--- src/rtl/board_feeder_if.sv ---
// Bundle of the load, board-issue, attack-reply and result signals around board_feeder.
// The master modport is the feeder's view. The slave modport is the host/array environment.
interface board_feeder_if #(
   parameter int PIECE_WIDTH = 4,
   parameter int BOARD_WIDTH = 256
);
   logic                   load_clear;
   logic                   sq_wr_valid;
   logic [5:0]             sq_index;
   logic [PIECE_WIDTH-1:0] sq_piece;
   logic                   load_commit;
   logic                   commit_wtm;
   logic                   load_ready;
   logic [BOARD_WIDTH-1:0] board;
   logic                   board_valid;
   logic                   white_to_move;
   logic [63:0]            attacked_white;
   logic [63:0]            attacked_white_valid;
   logic [63:0]            attacked_black;
   logic [63:0]            attacked_black_valid;
   logic                   result_valid;
   logic                   result_ready;
   logic [63:0]            result_white;
   logic [63:0]            result_black;
   logic                   result_timeout;

   modport master (
      input  load_clear, sq_wr_valid, sq_index, sq_piece, load_commit, commit_wtm,
      input  attacked_white, attacked_white_valid, attacked_black, attacked_black_valid,
      input  result_ready,
      output load_ready, board, board_valid, white_to_move,
      output result_valid, result_white, result_black, result_timeout
   );

   modport slave (
      output load_clear, sq_wr_valid, sq_index, sq_piece, load_commit, commit_wtm,
      output attacked_white, attacked_white_valid, attacked_black, attacked_black_valid,
      output result_ready,
      input  load_ready, board, board_valid, white_to_move,
      input  result_valid, result_white, result_black, result_timeout
   );
endinterface

--- src/rtl/board_feeder.sv ---
// Builds a shadow board from square writes and issues it with a one-cycle board_valid pulse.
// Collects the sticky per-square attack replies and returns them through a valid/ready result port.
module board_feeder #(
   parameter int PIECE_WIDTH    = 4,
   parameter int SIDE_WIDTH     = 1,
   parameter int BOARD_WIDTH    = 256,
   parameter int TIMEOUT_CYCLES = 64
) (
   input logic            clk,
   input logic            reset,
   board_feeder_if.master bus
);

   if (BOARD_WIDTH != 64*PIECE_WIDTH || SIDE_WIDTH > PIECE_WIDTH ||
       TIMEOUT_CYCLES < 2 || TIMEOUT_CYCLES > 128) begin : g_bad_cfg
      $error("board_feeder: inconsistent parameter set");
   end

   localparam logic [6:0] LAST_WAIT = 7'(TIMEOUT_CYCLES - 1);

   typedef enum logic [1:0] {S_LOAD, S_ISSUE, S_WAIT, S_RESULT} state_t;

   state_t                 state, state_nxt;
   logic [BOARD_WIDTH-1:0] board_q, board_nxt;
   logic                   wtm_q;
   logic [63:0]            acc_w, acc_b, res_w, res_b;
   logic [63:0]            acc_w_nxt, acc_b_nxt;
   logic                   res_to;
   logic [6:0]             wait_cnt;
   logic                   all_seen, timed_out;

   // Completion counts the replies arriving in this very cycle.
   assign acc_w_nxt = acc_w | bus.attacked_white_valid;
   assign acc_b_nxt = acc_b | bus.attacked_black_valid;
   assign all_seen  = (&acc_w_nxt) & (&acc_b_nxt);
   assign timed_out = (wait_cnt == LAST_WAIT);

   always_ff @(posedge clk or negedge reset) begin
      if (!reset) state <= S_LOAD;
      else        state <= state_nxt;
   end

   always_comb begin
      state_nxt        = state;
      bus.load_ready   = 1'b0;
      bus.board_valid  = 1'b0;
      bus.result_valid = 1'b0;
      case (state)
         S_LOAD: begin
            bus.load_ready = 1'b1;
            if (bus.load_commit) state_nxt = S_ISSUE;
         end
         S_ISSUE: begin
            bus.board_valid = 1'b1;
            state_nxt       = S_WAIT;
         end
         S_WAIT: begin
            if (all_seen || timed_out) state_nxt = S_RESULT;
         end
         S_RESULT: begin
            bus.result_valid = 1'b1;
            if (bus.result_ready) state_nxt = S_LOAD;
         end
         default: state_nxt = S_LOAD;
      endcase
   end

   // Clear is applied first so a write in the same cycle survives it.
   always_comb begin
      board_nxt = board_q;
      if (bus.load_clear) board_nxt = '0;
      if (bus.sq_wr_valid)
         board_nxt[int'(bus.sq_index)*PIECE_WIDTH +: PIECE_WIDTH] = bus.sq_piece;
   end

   always_ff @(posedge clk or negedge reset) begin
      if (!reset) begin
         board_q  <= '0;
         wtm_q    <= 1'b0;
         acc_w    <= '0;
         acc_b    <= '0;
         res_w    <= '0;
         res_b    <= '0;
         res_to   <= 1'b0;
         wait_cnt <= '0;
      end else begin
         case (state)
            S_LOAD: begin
               board_q <= board_nxt;
               if (bus.load_commit) wtm_q <= bus.commit_wtm;
            end
            S_ISSUE: begin
               acc_w    <= '0;
               acc_b    <= '0;
               res_w    <= '0;
               res_b    <= '0;
               wait_cnt <= '0;
            end
            S_WAIT: begin
               acc_w <= acc_w_nxt;
               acc_b <= acc_b_nxt;
               res_w <= res_w | (bus.attacked_white & bus.attacked_white_valid & ~acc_w);
               res_b <= res_b | (bus.attacked_black & bus.attacked_black_valid & ~acc_b);
               if (wait_cnt != 7'h7F) wait_cnt <= wait_cnt + 7'd1;
               if (all_seen || timed_out) res_to <= ~all_seen;
            end
            default: ;
         endcase
      end
   end

   assign bus.board          = board_q;
   assign bus.white_to_move  = wtm_q;
   assign bus.result_white   = res_w;
   assign bus.result_black   = res_b;
   assign bus.result_timeout = res_to;

endmodule

--- src/flat_wrapper.sv ---
// flat-port wrapper written by rule: the top's interface ports become plain ports
module board_feeder_flat 
#(
   parameter int PIECE_WIDTH    = 4,
   parameter int SIDE_WIDTH     = 1,
   parameter int BOARD_WIDTH    = 256,
   parameter int TIMEOUT_CYCLES = 64
)
  (clk, reset, bus_load_clear, bus_sq_wr_valid, bus_sq_index, bus_sq_piece, bus_load_commit, bus_commit_wtm, bus_attacked_white, bus_attacked_white_valid, bus_attacked_black, bus_attacked_black_valid, bus_result_ready, bus_load_ready, bus_board, bus_board_valid, bus_white_to_move, bus_result_valid, bus_result_white, bus_result_black, bus_result_timeout);
  board_feeder_if #(.PIECE_WIDTH(PIECE_WIDTH), .BOARD_WIDTH(BOARD_WIDTH)) bus_i ();
  input logic clk;
  input logic reset;
  input wire logic [$bits(bus_i.load_clear)-1:0] bus_load_clear;
  input wire logic [$bits(bus_i.sq_wr_valid)-1:0] bus_sq_wr_valid;
  input wire logic [$bits(bus_i.sq_index)-1:0] bus_sq_index;
  input wire logic [$bits(bus_i.sq_piece)-1:0] bus_sq_piece;
  input wire logic [$bits(bus_i.load_commit)-1:0] bus_load_commit;
  input wire logic [$bits(bus_i.commit_wtm)-1:0] bus_commit_wtm;
  input wire logic [$bits(bus_i.attacked_white)-1:0] bus_attacked_white;
  input wire logic [$bits(bus_i.attacked_white_valid)-1:0] bus_attacked_white_valid;
  input wire logic [$bits(bus_i.attacked_black)-1:0] bus_attacked_black;
  input wire logic [$bits(bus_i.attacked_black_valid)-1:0] bus_attacked_black_valid;
  input wire logic [$bits(bus_i.result_ready)-1:0] bus_result_ready;
  output wire logic [$bits(bus_i.load_ready)-1:0] bus_load_ready;
  output wire logic [$bits(bus_i.board)-1:0] bus_board;
  output wire logic [$bits(bus_i.board_valid)-1:0] bus_board_valid;
  output wire logic [$bits(bus_i.white_to_move)-1:0] bus_white_to_move;
  output wire logic [$bits(bus_i.result_valid)-1:0] bus_result_valid;
  output wire logic [$bits(bus_i.result_white)-1:0] bus_result_white;
  output wire logic [$bits(bus_i.result_black)-1:0] bus_result_black;
  output wire logic [$bits(bus_i.result_timeout)-1:0] bus_result_timeout;
  assign bus_i.load_clear = bus_load_clear;
  assign bus_i.sq_wr_valid = bus_sq_wr_valid;
  assign bus_i.sq_index = bus_sq_index;
  assign bus_i.sq_piece = bus_sq_piece;
  assign bus_i.load_commit = bus_load_commit;
  assign bus_i.commit_wtm = bus_commit_wtm;
  assign bus_i.attacked_white = bus_attacked_white;
  assign bus_i.attacked_white_valid = bus_attacked_white_valid;
  assign bus_i.attacked_black = bus_attacked_black;
  assign bus_i.attacked_black_valid = bus_attacked_black_valid;
  assign bus_i.result_ready = bus_result_ready;
  assign bus_load_ready = bus_i.load_ready;
  assign bus_board = bus_i.board;
  assign bus_board_valid = bus_i.board_valid;
  assign bus_white_to_move = bus_i.white_to_move;
  assign bus_result_valid = bus_i.result_valid;
  assign bus_result_white = bus_i.result_white;
  assign bus_result_black = bus_i.result_black;
  assign bus_result_timeout = bus_i.result_timeout;
  board_feeder #(.PIECE_WIDTH(PIECE_WIDTH), .SIDE_WIDTH(SIDE_WIDTH), .BOARD_WIDTH(BOARD_WIDTH), .TIMEOUT_CYCLES(TIMEOUT_CYCLES)) u_core (.clk(clk), .reset(reset), .bus(bus_i));
endmodule
--- config.mk ---
export PLATFORM = sky130hd
export DESIGN_NAME = board_feeder_flat
export DESIGN_NICKNAME = d
export VERILOG_FILES = /design/src/rtl/board_feeder_if.sv /design/src/rtl/board_feeder.sv /design/src/flat_wrapper.sv
export SDC_FILE = /design/constraint.sdc
export NUM_CORES = 1
export LEC_CHECK = 0
export BUFFER_PORTS_ARGS = -buffer_cell sky130_fd_sc_hd__buf_2
export CAP_MARGIN = 20
export CORE_AREA = 3 3 254 256
export CTS_CLUSTER_SIZE = 16
export DETAILED_ROUTE_END_ITERATION = 6
export DIE_AREA = 0 0 257 259
export SYNTH_ARGS = -nofsm -noshare
export SYNTH_HDL_FRONTEND = slang
export SYNTH_SLANG_ARGS = --single-unit
--- constraint.sdc ---
create_clock -name clk -period 4.5 [get_ports clk]
set_input_delay 0.675 -clock clk [delete_from_list [all_inputs] [get_ports clk]]
set_output_delay 0.675 -clock clk [all_outputs]
set_load 0.01 [all_outputs]
==> results.txt <==
For the met1 wire length, the log shows 32700 um. In this run, post-CTS hold repair placed 0 buffers. The min-delay analysis places its worst path in the category primary input to asynchronous set/reset pin. The number of placement rows is 92, and the DRC violation count after routing is 0.

In this run the number of H-tree levels came out at 2. The clock tree buffer depth was 3; the worst-case vdd ir drop was 0.000844 V. For this run the aggregate overflow at the end of global routing stands at 0. The area inside the core boundary is 62700 um^2, and the share of the core filled with cells in the final layout is 0.440.

Clock tree synthesis inserted a total of 56 buffers. Async set or reset register ratio after synthesis: 1.00. The area share of the largest cell type after synthesis is 0.612, and the via count of the first global-routing pass is 19700.

Summing all multi-input logic gate instances after layout gives 7400 um^2. At the end of routability-driven placement, the weighted congestion stood at 0.930. For the worst-skew pair, the clock arrives at the later sink with an insertion delay of 620 ps. Count of pins on the block boundary: 662. The run gives 0.612 as the register area share after synthesis.

dfrtp_1 takes more of the synthesized area than any other cell. The final routed wire length divided by cell count is 23.1 um, and the count of synthesis-stage warnings from yosys is 0. The number of max-cap violations was 0. The tools report the routed length on met3 as 6680 um. Summing every instance area after synthesis gives 21400 um^2. The most frequently used flop master after synthesis was dfrtp_1. The area growth from synthesis to layout is 29.1%.

The library cell used most frequently in the layout, excluding fill and tap cells, is buf_2. The tools report the final-report max-slew violation count as 0. The total routing usage reported by global routing came out at 0.247.

Signal routing reaches up to met5. Final hold violation count: 0. The HPWL after detailed placement is 65100 um. The signal on the critical path passes through buf_2 > or4_1 > nor2_1 > ha_1 > nand2b_1 > or3_1 > nor3_1 > o21ai_0. Yosys attributes the largest share of cell area to dfrtp_1 61%, nor2_1 6.4%, a41oi_1 5.2%, nand3_1 4.3%, a22o_1 4.3%. The count of buffer and inverter cells on the critical path came out at 1.

The number of setup buffers added after CTS is 0. At the pin with the least slew margin, the transition time is 1040 ps. The maximum net fanout on the critical path is 9.

The number of enable-type register cells in the synthesized netlist works out to 0. Leakage power: 13.9 nW. The family with the most delay on the worst path is simple AND/OR/NAND/NOR gates. For the data required time at the worst endpoint, the log shows 4940 ps.

Data on the critical path arrives at its endpoint at 3430 ps. The run gives 0.341 as the initial core utilization. The clock net in this run drives a total of 523 sinks.

Type of element capturing the critical path: a flip-flop. Subtracting the final worst setup slack from the clock period gives 2990 ps. The post-synthesis area per instance was 10.1 um^2; the horizontal extent of the die was 257 um. The die covers 66600 um^2.

The slowest stage cell on the critical path was or4_1. Static timing analysis puts the maximum clock frequency at 334 MHz. The post-synthesis cell count is 2117, and the final setup violation count is 0.

STA classifies the critical path startpoint as a primary input. Clock-pin slew was measured on the worst setup and hold paths at 60 ps. Via count: 19800. Dividing the detail-routed via count by the number of cells gives 5.41. The total design power came out at 0.0161 W.

The run finished with clean final reports. The first-pass GRT wire length is 126000 um, and the sequential standard cell area is 13100 um^2. Number of gates resized after CTS: 0. The setup path with the least slack is of type primary input to flip-flop. Die extent in y: 259 um.

The tools report the clock tree root buffer cell as clkbuf_16. In this run the power density over the cells is 584 nW/um^2. For this run, the post-layout net count is 3044. Across the routed clock network, the largest skew measured is 33.6 ps. The logs give 5 for the first-pass iteration count of the detailed router and 0.306 for the headroom to the max-slew limit.

The number of antenna violations at the first check in global routing was 30; the number of design-rule violations left by the first detailed-router iteration was 1524. The delay of the slowest cell on the worst path is 670 ps, and the number of nets with antenna violations after routing is 0. The final clock period utilization by the worst path was 0.664. TritonCTS built the clock tree. Port buffer count: 661.

Setup repair after global routing left no endpoint under its margin. The net count after synthesis came out at 2397. The top cell types in the final layout, fill and taps aside, are 660 x buf_2, 523 x dfrtp_1, 364 x nor2_1.

The routed length on met2 was 41400 um. The total of fill cells in the finished design is 6107. Summed over all failing endpoints, the final setup total negative slack is 0 ps. The maximum number of pins on one net before global-route repair was 168; the fraction of final layout cells with drive strength greater than 1 was 0.284.

Prior to clock tree synthesis, the placed netlist has a worst setup slack of 895 ps. The synthesized design contains 523 register bits. The tools report the sum of routed wire length over all layers as 84700 um. The distinct cell type count after synthesis came out at 43. Across all setup checks in the final design, the least slack found is 1510 ps.
sequential cells by signal, indices dropped and copies added (netlist names):
name / flops
u_core.state: 2
u_core.bus.board: 256
u_core.acc_b: 64
u_core.bus.result_timeout: 1
u_core.acc_w: 64
u_core.bus.result_black: 64
u_core.bus.white_to_move: 1
u_core.bus.result_white: 64
u_core.wait_cnt: 7
cell usage after synthesis, types with 6 or more instances:
master / instances
inv_1: 138
a22o_1: 104
nor4_1: 11
and3_1: 9
ha_1: 7
o22ai_1: 65
nor2_1: 365
dfrtp_1: 523
o31ai_1: 7
nand2_1: 103
buf_1: 14
a41oi_1: 128
buf_2: 6
a21oi_1: 136
nand3_1: 184
o21ai_0: 176
nor3_1: 10
clkbuf_1: 83
kinds of logic after synthesis:
group,after synthesis,synth area share
and+or+nand+nor,710,0.142
DFF,523,0.612
muxes,3,0.00152
adders and majority gates,7,0.00410
xor gates and xnor gates,5,0.00205
buffers and inverters,241,0.0427
AOI/OAI and AO/OA,628,0.195
metal layers:
layer  GRT usage  vias up
met5           0        -
met4       0.106       28
met3      0.0618      189
met2       0.418      873
met1       0.299     9837
li1            -     8917
path summary, 6_finish.rpt:
path | depth (start not counted) | start | end | slack (ps)
worst max register to register | 6 | u_core.state[0]$_DFFE_PN0P_ | u_core.bus.board[224]$_DFFE_PN0P_ | 1530
max in group asynchronous | 3 | reset | u_core.bus.board[173]$_DFFE_PN0P_ | 3250
min in group clk | 2 | bus_commit_wtm | u_core.bus.white_to_move$_DFFE_PN0P_ | 330
worst min register to register | 1 | u_core.wait_cnt[3]$_DFFE_PN0P_ | u_core.wait_cnt[3]$_DFFE_PN0P_ | 490
worst min-delay path | 1 | reset | u_core.bus.board[208]$_DFFE_PN0P_ | 80
worst max-delay path | 8 | bus_sq_index[2] | u_core.bus.board[224]$_DFFE_PN0P_ | 1510
area by class of cell:
cell class,instances,share of cell area
inverters,138,0.0188
well taps,846,0.0384
clock buffers,76,0.0575
flip-flops and latches,523,0.474
diodes,17,0.00154
multi-input cells,1353,0.268
repair buffers,692,0.132
clock inverters,23,0.00902
report_power, final:
group / internal [W] / leakage, nW / switching (W)
Clock: 0.00269 / 0.905 / 0.00196
Sequential: 0.00558 / 7.07 / 0.000619
Combinational: 0.00166 / 5.89 / 0.00360
metrics by stage:
stage,cell area [um^2],hold WS [ps],std cells
2_1_floorplan,21400,379,2117
3_3_place_gp,25700,462,3552
3_5_place_dp,25700,478,3552
4_1_cts,27600,71.1,3651
5_1_grt,27600,97.0,3664
6_report,27600,81.0,3668
Power figures use the tool's default switching activity.
